## src/rtl/nios2_oci_dct_packer_pkg.sv

```systemverilog
// Shared constants, FSM state encoding and packet record for the OCI trace packer.
package nios2_oci_dct_pkg;

  localparam int ATOM_W = 2;
  localparam int DEPTH  = 15;
  localparam int BUF_W  = ATOM_W * DEPTH;
  localparam int CNT_W  = 4;

  typedef enum logic [1:0] {
    FILL,
    FLUSH,
    DRAIN,
    ENDED
  } dct_state_e;

  typedef struct packed {
    logic [BUF_W-1:0] data;
    logic [CNT_W-1:0] count;
  } dct_pkt_t;

  // Newest atom enters at the LSBs; the oldest migrates toward the MSBs.
  function automatic logic [BUF_W-1:0] shift_in(input logic [BUF_W-1:0] buf_q,
                                                input logic [ATOM_W-1:0] atom);
    return {buf_q[BUF_W-ATOM_W-1:0], atom};
  endfunction

endpackage

```

## src/rtl/nios2_oci_dct_packer_if.sv

```systemverilog
// Atom input and packet output handshakes of the trace packer; slave = packer side.
interface nios2_oci_dct_packer_if;
  import nios2_oci_dct_pkg::*;

  logic              atom_valid;
  logic [ATOM_W-1:0] atom_data;
  logic              atom_ready;
  logic              pkt_valid;
  logic [BUF_W-1:0]  pkt_data;
  logic [CNT_W-1:0]  pkt_count;
  logic              pkt_ready;

  modport master (
    output atom_valid, atom_data, pkt_ready,
    input  atom_ready, pkt_valid, pkt_data, pkt_count
  );

  modport slave (
    input  atom_valid, atom_data, pkt_ready,
    output atom_ready, pkt_valid, pkt_data, pkt_count
  );

endinterface

```

## src/rtl/nios2_oci_dct_packer_outreg.sv

```systemverilog
// One-entry valid/ready output register; 'free' means a load may happen this cycle.
module nios2_oci_dct_outreg
  import nios2_oci_dct_pkg::*;
(
  input  logic     clk,
  input  logic     reset_n,
  input  logic     load,
  input  dct_pkt_t load_pkt,
  input  logic     pkt_ready,
  output logic     free,
  output logic     pkt_valid,
  output dct_pkt_t pkt
);

  assign free = !pkt_valid || pkt_ready;

  // NOTE: non-blocking assignments so every flop samples pre-edge values.
  // The payload is reset as well so the packet port reads 0 straight after reset.
  always_ff @(posedge clk) begin
    if (!reset_n) begin
      pkt_valid <= 1'b0;
      pkt       <= '0;
    end else if (load) begin
      pkt_valid <= 1'b1;
      pkt       <= load_pkt;
    end else if (pkt_ready) begin
      pkt_valid <= 1'b0;
    end
  end

endmodule

```

## src/rtl/nios2_oci_dct_packer.sv

```systemverilog
// Packs 2-bit trace atoms into 15-atom packets and sequences the end-of-test flush.
// Build option DCT_DROP_COUNT_EN: never stall in FILL, drop and count excess atoms.
module nios2_oci_dct_packer
  import nios2_oci_dct_pkg::*;
(
  input  logic                   clk,
  input  logic                   reset_n,
  nios2_oci_dct_packer_if.slave  bus,
  input  logic                   test_ending,
  output logic [BUF_W-1:0]       dct_buffer,
  output logic [CNT_W-1:0]       dct_count,
  output logic                   test_has_ended
`ifdef DCT_DROP_COUNT_EN
  ,
  output logic [15:0]            drop_count
`endif
);

  dct_state_e state, state_nxt;
  logic       full;
  logic       out_free;
  logic       launch;
  logic       stall;
  logic       ready;
  logic       accept;
  dct_pkt_t   out_pkt;

  assign full = (dct_count == CNT_W'(DEPTH));

  always_ff @(posedge clk) begin
    if (!reset_n) state <= FILL;
    else          state <= state_nxt;
  end

  // NOTE: every output of this block gets a default first, so no path infers a latch.
  always_comb begin
    state_nxt = state;
    launch    = 1'b0;
    stall     = 1'b0;
    ready     = 1'b0;
    unique case (state)
      FILL: begin
        launch = full && out_free;
        stall  = full && !out_free;
`ifdef DCT_DROP_COUNT_EN
        ready  = 1'b1;
`else
        ready  = !stall;
`endif
        if (test_ending) state_nxt = FLUSH;
      end
      FLUSH: begin
        if (dct_count == '0) begin
          state_nxt = ENDED;
        end else if (out_free) begin
          launch    = 1'b1;
          state_nxt = DRAIN;
        end
      end
      DRAIN: begin
        if (bus.pkt_valid && bus.pkt_ready) state_nxt = ENDED;
      end
      ENDED: ;
      default: state_nxt = FILL;
    endcase
  end

  // A stalled atom is only ever acknowledged when the drop option holds ready high.
  assign accept         = bus.atom_valid && ready && !stall;
  assign bus.atom_ready = ready;
  assign test_has_ended = (state == ENDED);

  // A launch and an accept on the same edge start the next buffer with that atom.
  always_ff @(posedge clk) begin
    if (!reset_n) begin
      dct_buffer <= '0;
      dct_count  <= '0;
    end else if (launch) begin
      dct_buffer <= accept ? BUF_W'(bus.atom_data) : '0;
      dct_count  <= accept ? CNT_W'(1) : '0;
    end else if (accept) begin
      dct_buffer <= shift_in(dct_buffer, bus.atom_data);
      dct_count  <= dct_count + CNT_W'(1);
    end
  end

`ifdef DCT_DROP_COUNT_EN
  always_ff @(posedge clk) begin
    if (!reset_n)                                     drop_count <= '0;
    else if (bus.atom_valid && stall && drop_count != 16'hFFFF) drop_count <= drop_count + 16'd1;
  end
`endif

  nios2_oci_dct_outreg u_outreg (
    .clk       (clk),
    .reset_n   (reset_n),
    .load      (launch),
    .load_pkt  ('{data: dct_buffer, count: dct_count}),
    .pkt_ready (bus.pkt_ready),
    .free      (out_free),
    .pkt_valid (bus.pkt_valid),
    .pkt       (out_pkt)
  );

  assign bus.pkt_data  = out_pkt.data;
  assign bus.pkt_count = out_pkt.count;

endmodule
```

## src/flat_wrapper.sv

```systemverilog
// flat-port wrapper written by rule: the top's interface ports become plain ports
module nios2_oci_dct_packer_flat import nios2_oci_dct_pkg::*;
  (clk, reset_n, test_ending, dct_buffer, dct_count, test_has_ended, bus_atom_valid, bus_atom_data, bus_pkt_ready, bus_atom_ready, bus_pkt_valid, bus_pkt_data, bus_pkt_count);
  nios2_oci_dct_packer_if bus_i ();
  input  logic clk;
  input  logic reset_n;
  input  logic test_ending;
  output logic [BUF_W-1:0] dct_buffer;
  output logic [CNT_W-1:0] dct_count;
  output logic test_has_ended;
  input wire logic [$bits(bus_i.atom_valid)-1:0] bus_atom_valid;
  input wire logic [$bits(bus_i.atom_data)-1:0] bus_atom_data;
  input wire logic [$bits(bus_i.pkt_ready)-1:0] bus_pkt_ready;
  output wire logic [$bits(bus_i.atom_ready)-1:0] bus_atom_ready;
  output wire logic [$bits(bus_i.pkt_valid)-1:0] bus_pkt_valid;
  output wire logic [$bits(bus_i.pkt_data)-1:0] bus_pkt_data;
  output wire logic [$bits(bus_i.pkt_count)-1:0] bus_pkt_count;
  assign bus_i.atom_valid = bus_atom_valid;
  assign bus_i.atom_data = bus_atom_data;
  assign bus_i.pkt_ready = bus_pkt_ready;
  assign bus_atom_ready = bus_i.atom_ready;
  assign bus_pkt_valid = bus_i.pkt_valid;
  assign bus_pkt_data = bus_i.pkt_data;
  assign bus_pkt_count = bus_i.pkt_count;
  nios2_oci_dct_packer u_core (.clk(clk), .reset_n(reset_n), .bus(bus_i), .test_ending(test_ending), .dct_buffer(dct_buffer), .dct_count(dct_count), .test_has_ended(test_has_ended));
endmodule
```

## config.mk

```make
export PLATFORM = sky130hd
export DESIGN_NAME = nios2_oci_dct_packer_flat
export DESIGN_NICKNAME = d
export VERILOG_FILES = /design/src/rtl/nios2_oci_dct_packer_pkg.sv /design/src/rtl/nios2_oci_dct_packer_if.sv /design/src/rtl/nios2_oci_dct_packer_outreg.sv /design/src/rtl/nios2_oci_dct_packer.sv /design/src/flat_wrapper.sv
export SDC_FILE = /design/constraint.sdc
export NUM_CORES = 1
export LEC_CHECK = 0
export CAP_MARGIN = 30
export CORE_MARGIN = 2
export CORE_UTILIZATION = 47
export DETAILED_ROUTE_END_ITERATION = 10
export HOLD_SLACK_MARGIN = 0.12
export PLACE_DENSITY = 0.8
export SYNTH_ARGS = -nofsm -noshare
export SYNTH_HDL_FRONTEND = slang
export SYNTH_HIERARCHICAL = 1
export SYNTH_SLANG_ARGS = --single-unit
export TNS_END_PERCENT = 5
```

## constraint.sdc

```tcl
create_clock -name clk -period 2 [get_ports clk]
set_input_delay 0.3 -clock clk [delete_from_list [all_inputs] [get_ports clk]]
set_output_delay 0.3 -clock clk [all_outputs]
set_load 0.1 [all_outputs]
```

# Word-level counts from Yosys, hierarchy flattened
# Index checks and enable logic that the tools add are counted.
# totals
mem_bits_rw	0
rom_bits	0
ff_bits	71
input_bits	7
out_inout_bits	71
n_memories	0
wordCells	48
latchBits	0
# classes
order_cmp	0
eq_ne	7
n_reduce_logical	16
n_shift	0
n_div	0
n_mul	0
addsub	1
bitwise	0
n_mux	18
# op_table
op	count
$mux 30	2
$mux 2	5
$mux 4	2
$mux 1	7
$pmux 2 s3	1
$logic_and 1x1->1	5
$add 4x1->4 const B	1
$eq 2x2->1 const B	2
$eq 4x4->1 const B	1
$logic_not 1->1	4
$logic_not 4->1	1
$reduce_and 4->1	1
$reduce_bool 2->1	2
$ne 3x1->1 const B	1
$reduce_bool 3->1	1
$eq 2x1->1 const B	1
$logic_not 2->1	1
$ne 2x1->1 const B	1
$ne 2x2->1 const B	1
$pmux 1 s2	1
$logic_or 1x1->1	1

# Logic depth before layout (Yosys ltp)
# logic_depth
depth_word	10
ltp_mapped	9
mapped_depth_nobuf	7

# Hierarchy
# Netlist, hierarchy kept.
# modules_own_cells
mod	cells_each	area_each_um2	seq_area_each_um2	instances
nios2_oci_dct_packer	183	1477.7	720.7	1
nios2_oci_dct_outreg	113	1353.8	700.7	1

# Worst setup path before layout
# OpenSTA, ideal clock, no wires.
# synth_path
path_kind	reg2reg
startpoint	register u_core.dct_count[1]
endpoint	register u_core/u_outreg/pkt[2] in the netlist's numbering
t_arrival_ps	2325
path_slack_ps	-445
path_buffers	2
stages_incl_launch_ff	9
period_less_slack_ps	2445
required_ps	1880
setup_time_ps	120
path_cell_list	dfxtp_1 ha_1 and3_1 o21ai_0 nor2_1 buf_6 buf_12 mux2i_1 nor2b_1
# synth_via
elab_chain_cells	3
word_cells_on_any_way	5
cone_classes	1 x eq/ne; 2 x mux; 2 x reduce/logical
# synth_lines
item	line	rtl
start, declared	nios2_oci_dct_packer.sv:11	output logic [CNT_W-1:0] dct_count,
start signal, assigned	nios2_oci_dct_packer.sv:80	dct_count <= accept ? CNT_W'(1) : '0;
start signal, assigned	nios2_oci_dct_packer.sv:83	dct_count <= dct_count + CNT_W'(1);
$logic_not 4->1 / $eq 4x4->1 (equally long branches)	nios2_oci_dct_packer.sv:53, nios2_oci_dct_packer.sv:28	
$mux 1 / $logic_and 1x1->1 (equally long branches)	nios2_oci_dct_packer.sv:53, nios2_oci_dct_packer.sv:43	
$pmux 1 s2 *	nios2_oci_dct_packer.sv:41	unique case (state)
net u_core.launch	nios2_oci_dct_packer.sv:22	logic launch;
end signal, assigned	nios2_oci_dct_packer_outreg.sv:25	pkt <= load_pkt;
end, declared	nios2_oci_dct_packer_outreg.sv:12	output dct_pkt_t pkt
# The timed path passes the listed nets; every way through them passes the cells marked *.
# A chain may end at the register's enable or synchronous reset.

# Final worst setup path
# layout_path
startpoint	input bus_pkt_ready
endpoint	output bus_atom_ready
# layout_via
elab_chain_cells	5
# layout_lines
item	line	rtl
start, declared	flat_wrapper.sv:13	input wire logic [$bits(bus_i.pkt_ready)-1:0] bus_pkt_ready;
$logic_or 1x1->1	nios2_oci_dct_packer_outreg.sv:15	assign free = !pkt_valid || pkt_ready;
net u_core.out_free	nios2_oci_dct_packer.sv:21	logic out_free;
$logic_not 1->1	nios2_oci_dct_packer.sv:44	stall = full && !out_free;
$logic_and 1x1->1	nios2_oci_dct_packer.sv:44	
$logic_not 1->1	nios2_oci_dct_packer.sv:48	ready = !stall;
$mux 1	nios2_oci_dct_packer.sv:41	
end, declared	flat_wrapper.sv:14	output wire logic [$bits(bus_i.atom_ready)-1:0] bus_atom_ready;
# The timed path passes the listed nets, and every way through them passes these cells.

==> impl_metrics.csv <==
group,metric,value,unit
floorplan,ios,78,
worst_hold_path,hp-class,"reg -> reg",
final_layout,antenna_cells,0,
floorplan,core_area,0.00589,mm^2
logic_synthesis,yosysTopAreaCellShare,0.502,
critical_path,crit_type,"in -> out",
logic_synthesis,yosysTopAreaCell,"dfxtp_1",
logic_synthesis,avgSynthCellArea,9.57,um^2
clock_tree,clkSlewWorstSetupHoldPaths,0.07,ns
sta,setup_viol,0,
power_and_ir_drop,p_sw_frac,0.345,
logic_synthesis,syn_inst,296,
sta,fin_crit_sh,0.949,
critical_path,reg2reg_to,"u_core/u_outreg/pkt[5]$_SDFFE_PN0P_",
final_layout,synthToLayoutAreaGrowth,34.0,%
global_route,grt_pass1_wl,9740,um
sta,tightest_slew,0.383,ns
placement,gp_congestion,0.797,
sta,fmax,527,MHz
drt,drc,0,
critical_path,cp-startpoint,"bus_pkt_ready",
clock_tree,cts_setup_buffers,0,
drt,routed_via_density,5.01,
logic_synthesis,synth_common_cells,"dfxtp_1, nand2_1, nor2b_1",
global_route,antenna_found_initial,0,
logic_synthesis,synth_flop_cell,"dfxtp_1",
sta,finClkSkew,0.00650,ns
clock_tree,cts_sinks,71,
final_layout,fin_nets,389,
critical_path,startpoint_type,"input port",
critical_path,endpoint_kind,"output pin",
logic_synthesis,synthArstFlopShare,0,
global_route,overflow,0,
drt,dr.pass1.iters,4,
floorplan,die-height,81.6,um
logic_synthesis,ys_ff_latch,71,
critical_path,critPathCapture,"bus_atom_ready",
floorplan,dieArea,0.00666,mm^2
worst_hold_path,whs_path_depth,2,
drt,antenna_left,0,
clock_tree,cts-root-buf,"clkbuf_8",
logic_synthesis,synth_seq_area_share,0.502,
power_and_ir_drop,p_per_area,1010,mW/mm^2
critical_path,cp_max_fo,4,
logic_synthesis,yosysMostFrequentCell,"dfxtp_1",
placement,portBuffers,77,
power_and_ir_drop,p_leak,0.00146,uW
logic_synthesis,synth_area_leaders,"dfxtp_1, mux2i_1, nand2_1, nor2b_1, a21oi_1",
global_route,grt_pass1_vias,2073,
drt,vias,2285,
logic_synthesis,synth_edf_count,0,
final_layout,drive_gt1_frac,0.283,
sta,finalMaxSlewViolations,0,
power_and_ir_drop,clkPwrFrac,0.312,
power_and_ir_drop,internal-power,2510,uW
power_and_ir_drop,p_comb_frac,0.293,
sta,finalHoldViolations,0,
floorplan,fp-row-count,28,
sta,period_needed,1.90,ns
final_layout,final_util,0.645,
global_route,grtUsageTotal,0.193,
sta,rsz0062_at_grt,"false",
global_route,grt_max_degree,35,
clock_tree,insertion_delay,0.34,ns
outcome,status,"complete, no violations",
power_and_ir_drop,vdd_drop_max,0.000988,V
run,drv_cap,0,
critical_path,worst_ep_required_time,1.70,ns
drt,first_iter_violations,74,
logic_synthesis,synth.distinct_cells,30,
critical_path,r2r_setup_slack,0.13,ns
sta,hold_slack,0.486,ns
final_layout,n_fill_cell,488,
critical_path,cp.arrival,1.60,ns
drt,finalWirelength,6220,um
critical_path,reg2reg_depth,8,
power_and_ir_drop,power.switching,1320,uW
drt,wire_per_inst,13.6,um
logic_synthesis,syn_area,0.00283,mm^2
logic_synthesis,syn-num-nets,309,
sta,slew_headroom,0.744,
critical_path,r2r_start,"u_core/state[0]$_SDFFE_PN0P_",
placement,dpl.hpwl,4290,um
logic_synthesis,synth_warnings,6,
clock_tree,clk_path_buf_depth,2,
floorplan,initial_utilization,0.481,
floorplan,die_x,81.6,um
power_and_ir_drop,seq_power_share,0.396,
clock_tree,cts.htree.levels,3,
clock_tree,cts_buffers,9,
clock_tree,cts_tree,"yes",
## sequential cells by signal, summed over array words and instances, names as in the netlist
name / count
u_core/u_outreg/pkt: 34
u_core/dct_buffer: 30
u_core/dct_count: 4
u_core/state: 2
u_core/u_outreg/pkt_valid: 1
## per-stage QoR
step	instance area, um^2	setup WS (ns)	total power, uW	setup TNS (ns)	std cells
finish	3790	0.102	3830	0	456
global route	3790	0.0403	4000	0	456
CTS	3790	0.108	3860	0	456
detailed placement	3580	-0.0646	2660	-0.134	440
global placement	3580	0.0409	2640	0	440
floorplan	2840	0.105	2330	0	296
## power groups by stage
stage / Combinational (uW) / Sequential (uW) / Clock (uW)
2_1_floorplan: 613 / 1720 / 0
3_3_place_gp: 1090 / 1540 / 0
3_5_place_dp: 1110 / 1550 / 0
4_1_cts: 1120 / 1510 / 1220
5_1_grt: 1190 / 1520 / 1290
6_report: 1120 / 1510 / 1190
## how the worst min path moves through the flow
stage | startpoint | slack, ns | endpoint
6_report | u_core/dct_buffer[29]$_SDFFE_PN0P_ | 0.49 | u_core/dct_buffer[29]$_SDFFE_PN0P_
5_1_grt | u_core/dct_buffer[5]$_SDFFE_PN0P_ | 0.52 | u_core/dct_buffer[5]$_SDFFE_PN0P_
4_1_cts | u_core/dct_buffer[6]$_SDFFE_PN0P_ | 0.50 | u_core/dct_buffer[8]$_SDFFE_PN0P_
3_5_place_dp | u_core/dct_buffer[21]$_SDFFE_PN0P_ | 0.48 | u_core/dct_buffer[21]$_SDFFE_PN0P_
3_3_place_gp | u_core/dct_buffer[21]$_SDFFE_PN0P_ | 0.48 | u_core/dct_buffer[23]$_SDFFE_PN0P_
2_1_floorplan | reset_n | 0.43 | u_core/u_outreg/pkt[30]$_SDFFE_PN0P_
## cell families (layout without fill, tap and decap cells)
family          after synthesis  in the layout  synth area share
simple gates                114            114             0.198
flops                        71             71             0.502
compound gates               42             42            0.0888
mux                          36             36             0.127
buf+inv                      26            111            0.0548
fa+ha+maj                     6              6            0.0265
xor+xnor                      1              1           0.00309
## timing repair
action                     CTS  global route
gates resized for setup      1             0
hold buffers                 0             0
setup endpoints to repair    2             0
hold endpoints to repair     0             0
## per-layer routing
metal  global-route usage  routed length [um]  part of all wire
met1                0.233                2720              0.44
met2                0.317                3040              0.49
met3               0.0604                 392             0.063
met4               0.0833                  74             0.012
met5                    0                   0                 0
## cells in the final DEF (no fill, tap or decap), drive strengths merged
cell,synthesis,routed
nand4b,1,1
clkinv,0,4
o211a,1,1
buf,8,81
or3,1,1
o21ai,4,4
a2111oi,1,1
a21oi,31,31
o31ai,2,2
nand4,1,1
dfxtp,71,71
o2111ai,1,1
bufinv,0,1
nand3,3,3
and2,1,1
mux2i,36,36
inv,8,9
xor2,1,1
nor2b,37,37
or3b,1,1
nor2,2,2
and3,3,3
clkbuf,10,10
clkdlybuf4s50,0,6
a21boi,2,2
ha,6,6
nand2,62,62
nand2b,2,2
## final cells by class
cell class	count	area (um^2)	share of cell area
inverters	8	30.0	0.00792
multi-input cells	199	1270	0.334
flip-flops and latches	71	1430	0.378
repair buffers	87	756	0.199
well taps	75	93.8	0.0247
clock inverters	6	66.3	0.0175
clock buffers	10	149	0.0392
## worst max-delay path, cell delays in order
cell and delay [ns]:
clkdlybuf4s50_1 0.43, nand2b_1 0.19, nand4b_1 0.26, and2_1 0.24, buf_12 0.17
Note: power is estimated with default switching activity, not from simulation.
